## src/rtl/seg_scan_ctrl.sv

```systemverilog
// Eight-digit seven-segment scan controller: synchronizes the scan clock, advances the digit,
// snapshots the digit data and drives active-low anodes/cathodes. Optional macro: SCAN_GAP_EN.
module seg_scan_ctrl #(
  parameter int unsigned N_DIGITS   = 8,
  parameter int unsigned GAP_CYCLES = 16
) (
  input  logic        clk_in,
  input  logic        reset,
  input  logic        pix_clk,
  input  logic [31:0] digits,
  input  logic [7:0]  dp,
  input  logic [7:0]  blank,
  output logic [7:0]  an,
  output logic [6:0]  seg,
  output logic        dp_n,
  output logic [2:0]  digit_sel
);

  localparam logic [2:0] LastSel = 3'(N_DIGITS - 1);

  function automatic logic [6:0] hex7(input logic [3:0] h);
    logic [6:0] s;
    s = '1;
    unique case (h)
      4'h0: s = 7'h40;
      4'h1: s = 7'h79;
      4'h2: s = 7'h24;
      4'h3: s = 7'h30;
      4'h4: s = 7'h19;
      4'h5: s = 7'h12;
      4'h6: s = 7'h02;
      4'h7: s = 7'h78;
      4'h8: s = 7'h00;
      4'h9: s = 7'h10;
      4'hA: s = 7'h08;
      4'hB: s = 7'h03;
      4'hC: s = 7'h46;
      4'hD: s = 7'h21;
      4'hE: s = 7'h06;
      4'hF: s = 7'h0E;
    endcase
    return s;
  endfunction

  logic       s1_q, s2_q, s3_q;
  logic       adv;
  logic [2:0] sel_q, sel_d;
  logic [3:0] nib_q, nib_d;
  logic       dpb_q, dpb_d;
  logic       blk_q, blk_d;
  logic       valid_q;
  logic [7:0] an_q, an_d;
  logic [6:0] seg_q, seg_d;
  logic       dpn_q, dpn_d;
  logic       gap_active;

  assign adv = s2_q & ~s3_q;

`ifdef SCAN_GAP_EN
  logic [7:0] gap_q, gap_d;

  always_comb begin
    gap_d = gap_q;
    if (adv)             gap_d = 8'(GAP_CYCLES);
    else if (gap_q != 0) gap_d = gap_q - 8'd1;
  end

  always_ff @(posedge clk_in) begin
    if (reset) gap_q <= '0;
    else       gap_q <= gap_d;
  end

  assign gap_active = (gap_q != 8'd0);
`else
  assign gap_active = 1'b0;
`endif

  always_comb begin
    sel_d = sel_q;
    nib_d = nib_q;
    dpb_d = dpb_q;
    blk_d = blk_q;
    if (adv) begin
      sel_d = (sel_q == LastSel) ? 3'd0 : sel_q + 3'd1;
      nib_d = digits[{sel_d, 2'b00} +: 4];
      dpb_d = dp[sel_d];
      blk_d = blank[sel_d];
    end
  end

  // Outputs stay at their reset values until the first advance after reset supplies a snapshot.
  always_comb begin
    an_d  = '1;
    seg_d = '1;
    dpn_d = 1'b1;
    if (valid_q) begin
      seg_d = hex7(nib_q);
      dpn_d = ~dpb_q;
      if (!blk_q && !gap_active) an_d = ~(8'b1 << sel_q);
    end
  end

  always_ff @(posedge clk_in) begin
    if (reset) begin
      s1_q    <= 1'b0;
      s2_q    <= 1'b0;
      s3_q    <= 1'b0;
      sel_q   <= '0;
      nib_q   <= '0;
      dpb_q   <= 1'b0;
      blk_q   <= 1'b1;
      valid_q <= 1'b0;
      an_q    <= '1;
      seg_q   <= '1;
      dpn_q   <= 1'b1;
    end else begin
      s1_q    <= pix_clk;
      s2_q    <= s1_q;
      s3_q    <= s2_q;
      sel_q   <= sel_d;
      nib_q   <= nib_d;
      dpb_q   <= dpb_d;
      blk_q   <= blk_d;
      valid_q <= valid_q | adv;
      an_q    <= an_d;
      seg_q   <= seg_d;
      dpn_q   <= dpn_d;
    end
  end

  assign an        = an_q;
  assign seg       = seg_q;
  assign dp_n      = dpn_q;
  assign digit_sel = sel_q;

endmodule
```

## config.mk

```make
export PLATFORM = sky130hd
export DESIGN_NAME = seg_scan_ctrl
export DESIGN_NICKNAME = d
export VERILOG_FILES = /design/src/rtl/seg_scan_ctrl.sv
export SDC_FILE = /design/constraint.sdc
export NUM_CORES = 1
export LEC_CHECK = 0
export BUFFER_PORTS_ARGS = -buffer_cell sky130_fd_sc_hd__buf_2
export CORE_UTILIZATION = 46
export CTS_CLUSTER_DIAMETER = 60
export DETAILED_ROUTE_END_ITERATION = 10
export GPL_TIMING_DRIVEN = 0
export PLACE_DENSITY_LB_ADDON = 0.2
export SYNTH_ARGS = -nofsm -noshare
export SYNTH_HDL_FRONTEND = slang
export SYNTH_SLANG_ARGS = --single-unit
```

## constraint.sdc

```tcl
create_clock -name clk_in -period 4.9 [get_ports clk_in]
set_clock_uncertainty 0.2 [all_clocks]
set_input_delay 0.49 -clock clk_in [delete_from_list [all_inputs] [get_ports clk_in]]
set_output_delay 0.49 -clock clk_in [all_outputs]
set_load 0.01 [all_outputs]
```

* Yosys cells after proc, flatten, opt, wreduce, memory -nomap -nowiden
Memories as Yosys holds them, arrays and structs flattened. A register that Yosys moved wholly into a read port is not among the register bits. Cells that the tools add are included. Widths: inputs -> output; s select.
Operators by class: add/subtract/negate cells 1, $mul 0, divide/modulo/power cells 0, order comparisons 1, eq/ne operators 1, shift operators 2, mux-type cells 5, bitwise operators 6, reductions and logical operators 2
Operator list (number):
- $shiftx 32x6->4 | 1
- $not 8->8 | 1
- $shl 1x3->8 const A | 1
- $bmux 1 s3 | 2
- $lt 3x4->1 const B | 1
- $add 3x1->3 const B | 1
- $eq 3x3->1 const B | 1
- $mux 3 | 1
- $not 1->1 | 3
- $reduce_or 3->1 | 1
- $mux 1 | 2
- $reduce_or 2->1 | 1
- $and 1x1->1 | 1
- $or 1x1->1 | 1
Word-level totals: register bits 22, bits in latches 0, RAM bits 0, ROM bits 112, bits of input ports 51, output and inout bits 19, memories kept 1
Memories:
- (no name shown) | words 16, width 7, read ports 1, clocked after memory_dff 1, wr ports 0, RTL line 24 | unique case (h)

* Longest topological paths before layout
Gate-level depths: netlist of the first run.
depth in word-level cells 4, gate-level depth with buffers 9, mapped depth without buffers 6

* Least setup slack after synthesis of the first run
No wires, ideal clock.
path type reg2reg, from register sel_q[0] (netlist: digit_sel[0]), to register dpb_q, data arrival time 1.661 ns, data required time 4.574 ns, path slack 2.914 ns, stages on the path, launching flop included 10, buffers on the path 3, period minus slack after synthesis 1.986 ns, cell sequence dfxtp_1 -> buf_6 -> inv_1 -> ha_1 -> nor2b_1 -> buf_2 -> clkbuf_1 -> nand2_1 -> o211ai_1 -> nand3_1
Between the ends: cells in the longest elaborated chain, start to end 4
RTL lines:
- from (decl) | RTL line 47 | logic [2:0] sel_q, sel_d;
- from (signal assigned) | RTL line 120 | sel_q <= sel_d;
- $add 3x1->3 / $eq 3x3->1 (equally long branches) | RTL line 84 | sel_d = (sel_q == LastSel) ? 3'd0 : sel_q + 3'd1;
- $mux 3 (*) | RTL line 84
- $bmux 1 s3 (*) | RTL line 86 | dpb_d = dp[sel_d];
- $mux 1 (implied by the code) (*) | RTL line 86
- to (signal assigned) | RTL line 122 | dpb_q <= dpb_d;
- to (decl) | RTL line 49 | logic dpb_q, dpb_d;
Every way passes the cells marked *; elsewhere a longest branch is shown, timed or not. The select of a mux whose other input is x is not followed. A chain may end at the register's enable or synchronous reset.

* Final worst setup path of the first run
from register sel_q[0] (netlist: digit_sel[0]), to register nib_q[2]
Between the ends: cells in the longest elaborated chain, start to end 3
RTL lines:
- $add 3x1->3 / $eq 3x3->1 (equally long branches) | RTL line 84
- $mux 3 (*) | RTL line 84
- $shiftx 32x6->4 (*) | RTL line 85 | nib_d = digits[{sel_d, 2'b00} +: 4];
- to (signal assigned) | RTL line 121 | nib_q <= nib_d;
- to (decl) | RTL line 48 | logic [3:0] nib_q, nib_d;
Every way passes the cells marked *; elsewhere a longest branch is shown, timed or not.

==> flow_summary_export.csv, run 1 <==
group,metric,value,unit
place,gp_routability_congestion,0.784,
yosys,synth_cell_types,31,
global_routing,top_usage_layer,"met2",
clock_tree,max_clock_buf_depth,2,
critical_path,critPathSlowestCell,"sky130_fd_sc_hd__dfxtp_1",
timing,max_clock_freq,453,MHz
final_layout,layout_commonest_cell,"sky130_fd_sc_hd__buf_2",
critical_path,cell_class_contributing_the_biggest_share_of_worst_path_delay,"buffers and inverters",
yosys,post_synth_xor_area_fraction,0,%
yosys,mux_contribution_to_synthesized_area,17.9,%
global_routing,met1_usage,22.7,%
clock_tree,worstSkewPairLatency,0.33,ns
drt,vias_per_cell,4.88,
critical_path,path_max_fanout,10,
critical_path,worstPathBufferInverterCount,4,
global_routing,groute.usage.overall,19.8,%
critical_path,worstSetupEndpointType,"flip-flop",
clock_tree,cts_hold_repair.buffers,0,
floorplanning,start_util,48.5,%
yosys,number_of_flops_mapped_to_enable_cells_by_yosys,0,
drt,final_antenna_net_count,0,
yosys,synth_cells,180,
floorplanning,floorplan.rows,21,
yosys,synthesis_stage_register_bit_count,29,
yosys,synth-compound-area-share,13.1,%
clock_tree,number_of_resized_instances_in_the_post_cts_repair_step,0,
global_routing,grt_start_max_net_pins,11,
min_path,min_path_type,"in -> reg",
yosys,synth.largest_area_cell,"sky130_fd_sc_hd__dfxtp_1",
place,pre_cts_ws,2.69,ns
floorplanning,core_area,0.00339,mm2
drt,wl_final,3.32,mm
yosys,syn_nets,243,
global_routing,use_met3,5.80,%
global_routing,first_global_vias,1305,
critical_path,path_cells,"buf_6 -> inv_1 -> ha_1 -> nor2b_1 -> buf_2 -> clkbuf_1 -> nand2_1 -> o211ai_1 -> nand3_1",
final_layout,final_layout_size_suffix_gt1_share,37.7,%
global_routing,grt_antenna_before_repair,0,
clock_tree,cts_sinks,29,
yosys,syn-cell-area,0.00165,mm2
yosys,yosysSeqAreaShare,35.3,%
global_routing,grt_first_pass_wirelength,5.50,mm
final_layout,flow.area_growth_from_synthesis,28.7,%
final_layout,mostFrequentLayoutCells,"sky130_fd_sc_hd__buf_2 (73), sky130_fd_sc_hd__nand2_1 (33), sky130_fd_sc_hd__dfxtp_1 (29)",
power_and_ir_drop,p_leak,0.000916,uW
yosys,post_synth_top_flop,"sky130_fd_sc_hd__dfxtp_1",
timing,slew_headroom,61.1,%
clock_tree,clk_pin_slew_worst_paths,0.09,ns
yosys,synth_async_sr_flop_share,0,%
outcome,outcome,"finished, final reports clean",
timing,post-route-min-period,2.21,ns
power_and_ir_drop,switching_part_of_the_total_power,25.1,%
clock_tree,tritoncts,"done",
power_and_ir_drop,p_per_area,233,mW/mm2
yosys,synth_top_area_share,35.3,%
flow_run,max-cap-violations,0,
timing,finalMaxSlewViolations,0,
power_and_ir_drop,net-switching-power,124,uW
timing,timing.final.hold_violations,0,
critical_path,critPathLaunchType,"flip-flop",
timing,fin_worst_hold_slack,0.175,ns
yosys,postSynthAreaPerCell,9.14,um2
yosys,synth_simple_gate_area_share,18.8,%
timing,final-setup-viol-count,0,
final_layout,nNetsFinal,319,
critical_path,critical_path_class,"reg -> reg",
drt,drt_iter0_markers,28,
critical_path,signal_arrival_time_at_the_worst_endpoint,2.23,ns
floorplanning,die_area,0.00382,mm2
clock_tree,cts-root-buf,"sky130_fd_sc_hd__clkbuf_4",
timing,final.setup.tns,0,ns
timing,max_slew.worst_pin.slew,0.579,ns
power_and_ir_drop,sequentialPowerShare,50.1,%
yosys,yosys.area_share.adder,9.13,%
drt,drc,0,
yosys,most_area_consuming_cells_after_synthesis,"sky130_fd_sc_hd__dfxtp_1 (35%), sky130_fd_sc_hd__ha_1 (9.1%), sky130_fd_sc_hd__mux2i_1 (7.9%)",
floorplanning,die-height,61.8,um
drt,drt_first_pass_iters,4,
floorplanning,i_o_pin_total,70,
timing,final.period_utilization,45.0,%
floorplanning,die_w,61.8,um
critical_path,critical_path_required,4.92,ns
drt,dr_total_vias,1478,
drt,routedWlPerCell,11.0,um
place,io_buffer_count,69,
timing,rsz_0062_raised_after_global_routing,"false",
clock_tree,cts_made_buffers,5,
global_routing,grt.overflow.total,0,
power_and_ir_drop,comb_power_share,16.8,%
yosys,synth_top_family_by_area,"simple AND/OR/NAND/NOR gates",
clock_tree,postCtsSetupRepairBufs,0,
yosys,ys_warn_count,0,
critical_path,critical_path.max_stage_delay,0.42,ns
power_and_ir_drop,ir_worst_vdd,103,uV
clock_tree,h-tree-depth,2,
timing,setup_slack_after_layout,2.69,ns
final_layout,diodes,0,
power_and_ir_drop,power.share.clock,33.1,%
place,final_hpwl_from_detailed_placement,2.70,mm
global_routing,groute.layer.met2.usage,34.1,%
power_and_ir_drop,internal_power,370,uW
## cells by family (layout without fill, tap and decap cells)
family	count (synthesis)	after routing
mux	25	25
flops	29	29
compound gates	31	31
buf+inv	18	95
simple gates	65	65
fa+ha+maj	12	12
## metrics by stage
stage | power, uW | cell area [um2] | util (%) | std cells
5_1_grt | 523 | 2120 | 62.5 | 303
6_report | 494 | 2120 | 62.5 | 303
2_1_floorplan | 304 | 1650 | - | 180
3_5_place_dp | 336 | 2050 | 60.4 | 295
4_1_cts | 498 | 2120 | 62.5 | 303
3_3_place_gp | 335 | 2050 | 60.4 | 295
## sequential cells by signal, indices dropped and copies added, names as in the netlist, 3 cells and up
| signal | flops |
|---|---|
| an | 8 |
| seg | 7 |
| nib_q | 4 |
| digit_sel | 3 |
## worst paths after layout
| path | from | endpoint | slack [ns] | cells after the start |
|---|---|---|---|---|
| worst min register to register | dpb_q$_SDFFE_PP0P_ | dp_n$_SDFF_PP1_ | 0.23 | 1 |
| worst min-delay path | pix_clk | s1_q$_SDFF_PP0_ | 0.18 | 2 |
| worst max-delay path | digit_sel[0]$_SDFFE_PP0P_ | nib_q[2]$_SDFFE_PP0P_ | 2.69 | 9 |
| worst max register to register | digit_sel[0]$_SDFFE_PP0P_ | nib_q[2]$_SDFFE_PP0P_ | 2.69 | 9 |
## synth_stat cells, types with 2 or more instances
library cell and number:
sky130_fd_sc_hd__a21oi_1 4, sky130_fd_sc_hd__buf_2 4, sky130_fd_sc_hd__clkbuf_1 5, sky130_fd_sc_hd__dfxtp_1 29, sky130_fd_sc_hd__ha_1 12, sky130_fd_sc_hd__inv_1 6
sky130_fd_sc_hd__mux2_2 3, sky130_fd_sc_hd__mux2_4 8, sky130_fd_sc_hd__mux2i_1 13, sky130_fd_sc_hd__nand2_1 33, sky130_fd_sc_hd__nand2b_1 4, sky130_fd_sc_hd__nand3_1 10
sky130_fd_sc_hd__nor2_1 5, sky130_fd_sc_hd__nor2b_1 8, sky130_fd_sc_hd__nor3_1 2, sky130_fd_sc_hd__o211ai_1 16, sky130_fd_sc_hd__o21a_1 2, sky130_fd_sc_hd__o21ai_0 3
## power by group through the flow
stage                     clock, uW  combinational, uW  sequential [uW]
after floorplan                   0               50.9              253
after global placement            0               82.4              253
after detailed placement          0               83.2              253
after CTS                       167               83.6              247
after global routing            181               92.7              249
final                           163               83.1              247
## final cells by class
type	count	area, um2
multi-input combinational	133	970
buffer	12	72.6
timing repair buffer	69	345
fill	330	1270
tap	46	57.6
clock inverter	1	5.00
sequential	29	581
inverter	6	22.5
clock buffer	7	65.1
## routing by layer
layer  part of all wire (%)  vias to the layer above  routed length, um
met5                      0                        -                  0
li1                       -                      774                  -
met2                     44                       72               1450
met3                    7.7                        6                257
met4                    1.8                        0                 60
met1                     47                      626               1550
Note: power is estimated with default switching activity, not from simulation.
==> run 2: changes to the inputs <==
ABC_AREA = 1   (was default)
clock period = 2.19 ns   (was 4.9 ns; I/O delays follow)
==> run 2 against run 1 <==
Net effect: first-iteration DRC count grew to 3.0 times the previous value; largest power group unchanged; flip-flop and latch count unchanged; clock power increased to 2.9 times the previous value; worst hold slack lost 0.075 ns; sequential share of layout area decreased by 2.4 points; routed wire length is 12% higher; critical path depth increased by 2; via count is 23% higher.
==> flow_summary_export.csv, run 2 <==
group,metric,value,unit
outcome,outcome,"finished, final reports clean",
min_path,min_path_type,"in -> reg",
global_routing,groute.usage.overall,19.8,%
floorplanning,start_util,48.8,%
yosys,yosysSeqAreaShare,32.0,%
clock_tree,h-tree-depth,2,
floorplanning,die-height,64.8,um
floorplanning,die_area,0.00420,mm2
yosys,synth.largest_area_cell,"sky130_fd_sc_hd__dfxtp_1",
yosys,syn-cell-area,0.00181,mm2
yosys,synth_cell_types,26,
yosys,number_of_flops_mapped_to_enable_cells_by_yosys,0,
yosys,synth_async_sr_flop_share,0,%
final_layout,area.sequential,582,um2
final_layout,nNetsFinal,416,
drt,routedWlPerCell,9.28,um
yosys,synth.cells.most_frequent,"sky130_fd_sc_hd__nand2_1 (84), sky130_fd_sc_hd__inv_1 (59), sky130_fd_sc_hd__nand3_1 (32)",
power_and_ir_drop,ir_worst_vdd,210,uV
yosys,ys_warn_count,0,
place,final_hpwl_from_detailed_placement,2.98,mm
clock_tree,tritoncts,"done",
drt,final_antenna_net_count,0,
floorplanning,i_o_pin_total,70,
timing,slew_headroom,65.9,%
drt,drt_first_pass_iters,4,
final_layout,flow.area_growth_from_synthesis,28.3,%
place,gp_routability_congestion,0.848,
final_layout,utilization_after_layout,62.6,%
critical_path,critical_path_class,"reg -> reg",
timing,post-route-min-period,1.94,ns
yosys,synth_top_area_share,32.0,%
timing,max_slew.worst_pin.slew,0.509,ns
drt,drt_iter0_markers,85,
drt,wl_final,3.73,mm
global_routing,grt_first_pass_wirelength,6.44,mm
yosys,most_area_consuming_cells_after_synthesis,"sky130_fd_sc_hd__dfxtp_1 (32%), sky130_fd_sc_hd__nand2_1 (17%), sky130_fd_sc_hd__inv_1 (12%)",
yosys,synthesis_stage_register_bit_count,29,
final_layout,largest_reg_flops,8,
clock_tree,max_clock_buf_depth,2,
critical_path,signal_arrival_time_at_the_worst_endpoint,1.92,ns
critical_path,path_max_fanout,10,
clock_tree,cts_made_buffers,5,
yosys,synth_most_common_cell,"sky130_fd_sc_hd__nand2_1",
critical_path,worstSetupEndpointType,"flip-flop",
final_layout,nFillCells,370,
final_layout,diodes,0,
timing,max_clock_freq,515,MHz
final_layout,layout_commonest_cell,"sky130_fd_sc_hd__nand2_1",
floorplanning,die_w,64.8,um
timing,final.setup.tns,0,ns
clock_tree,cts-root-buf,"sky130_fd_sc_hd__clkbuf_8",
timing,final-setup-viol-count,0,
final_layout,mostFrequentLayoutCells,"sky130_fd_sc_hd__nand2_1 (84), sky130_fd_sc_hd__buf_2 (72), sky130_fd_sc_hd__inv_1 (59)",
global_routing,grt_start_max_net_pins,11,
power_and_ir_drop,p_leak,0.00130,uW
yosys,syn_nets,340,
drt,drc,0,
power_and_ir_drop,finalPower,1280,uW
timing,rsz_0062_raised_after_global_routing,"false",
global_routing,grt_antenna_before_repair,0,
clock_tree,postCtsSetupRepairBufs,0,
drt,dr_total_vias,1825,
place,dp.cells,393,
global_routing,grt.overflow.total,0,
place,io_buffer_count,68,
clock_tree,cts_sinks,29,
global_routing,first_global_vias,1595,
timing,final.period_utilization,88.7,%
yosys,postSynthAreaPerCell,6.55,um2
critical_path,critPathLaunchType,"flip-flop",
timing,finalMaxSlewViolations,0,
critical_path,critical_path_required,2.17,ns
final_layout,final_layout_size_suffix_gt1_share,27.7,%
floorplanning,core_area,0.00372,mm2
power_and_ir_drop,p_per_area,548,mW/mm2
timing,fin_worst_hold_slack,0.100,ns
clock_tree,clk_pin_slew_worst_paths,0.06,ns
yosys,post_synth_top_flop,"sky130_fd_sc_hd__dfxtp_1",
final_layout,multi_input_comb_area,915,um2
yosys,synth_cells,277,
drt,vias_per_cell,4.54,
final_layout,finalNonFillerCells,402,
timing,timing.final.hold_violations,0,
clock_tree,worstSkewPairLatency,0.28,ns
floorplanning,floorplan.rows,22,
flow_run,max-cap-violations,0,
[run 2: cell types whose count changed after synthesis, sizes merged, moves of 3 or more]
| cell | change |
|---|---|
| a21oi | +3 |
| nand2 | +53 |
| nand2b | -4 |
| mux2i | -13 |
| o211ai | -13 |
| nor2 | +9 |
| mux2 | -12 |
| nor2b | -8 |
| clkbuf | -3 |
| nand3 | +24 |
| o21ai | +6 |
| inv | +56 |
[run 2: layout make-up]
type | count | share of cell area, %
Multi-Input combinational cell | 175 | 39.3
Sequential cell | 29 | 25.0
Timing Repair Buffer | 69 | 15.1
Inverter | 62 | 10.0
Clock buffer | 7 | 4.14
Buffer | 11 | 3.71
Tap cell | 48 | 2.58
Clock inverter | 1 | 0.215
[run 2: per-stage QoR]
| stage | area (um2) | setup WS [ns] |
|---|---|---|
| finish | 2330 | 0.247 |
| global route | 2330 | 0.0869 |
| CTS | 2330 | 0.143 |
| global placement | 2210 | 0.175 |
| floorplan | 1810 | 0.312 |
| detailed placement | 2210 | 0.179 |
[run 2: path summary, 6_finish.rpt]
kind,cells past startpoint,slack [ns],end,startpoint
setup / recovery,11,0.25,nib_q[1]$_SDFFE_PP0P_,digit_sel[0]$_SDFFE_PP0P_
hold / removal,2,0.10,s1_q$_SDFF_PP0_,reset
setup reg to reg,11,0.25,nib_q[1]$_SDFFE_PP0P_,digit_sel[0]$_SDFFE_PP0P_
hold reg to reg,2,0.21,s2_q$_SDFF_PP0_,s1_q$_SDFF_PP0_
[run 2: routing by layer]
layer / track usage [%] / routed length, um
met1: 23.1 / 1740
met2: 34.0 / 1690
met3: 4.93 / 230
met4: 8.33 / 67
met5: 0 / 0
[run 2: cells by family (layout without fill, tap and decap cells)]
group / Yosys count / count (layout) / synth area share [%]
DFF: 29 / 29 / 32.0
adders and majority gates: 12 / 12 / 8.28
buffers and inverters: 73 / 150 / 17.6
AOI/OAI and AO/OA: 25 / 25 / 8.07
and+or+nand+nor: 138 / 138 / 34.1
[run 2: report_power, final]
part	switching [uW]	internal (uW)
clock network	190	283
logic	136	112
registers	10.5	544
[run 2: what timing repair did]
| action | 4_1_cts | 5_1_grt |
|---|---|---|
| resized for setup | 0 | 1 |
| setup endpoints to repair | 0 | 1 |
| hold endpoints to repair | 1 | 0 |
| hold buffers | 1 | 0 |
[run 2: worst max-delay path, cell delays in order, from the launching register on]
cell                      delay, ns
sky130_fd_sc_hd__dfxtp_2       0.36
sky130_fd_sc_hd__ha_1          0.23
sky130_fd_sc_hd__ha_1          0.26
sky130_fd_sc_hd__nor2_4        0.18
sky130_fd_sc_hd__buf_4         0.19
sky130_fd_sc_hd__nand2_1       0.06
sky130_fd_sc_hd__nand3_1       0.06
sky130_fd_sc_hd__nand2_1       0.07
sky130_fd_sc_hd__nand2_1       0.07
sky130_fd_sc_hd__nand3_1       0.07
sky130_fd_sc_hd__nand2_1       0.06
sky130_fd_sc_hd__inv_1         0.04
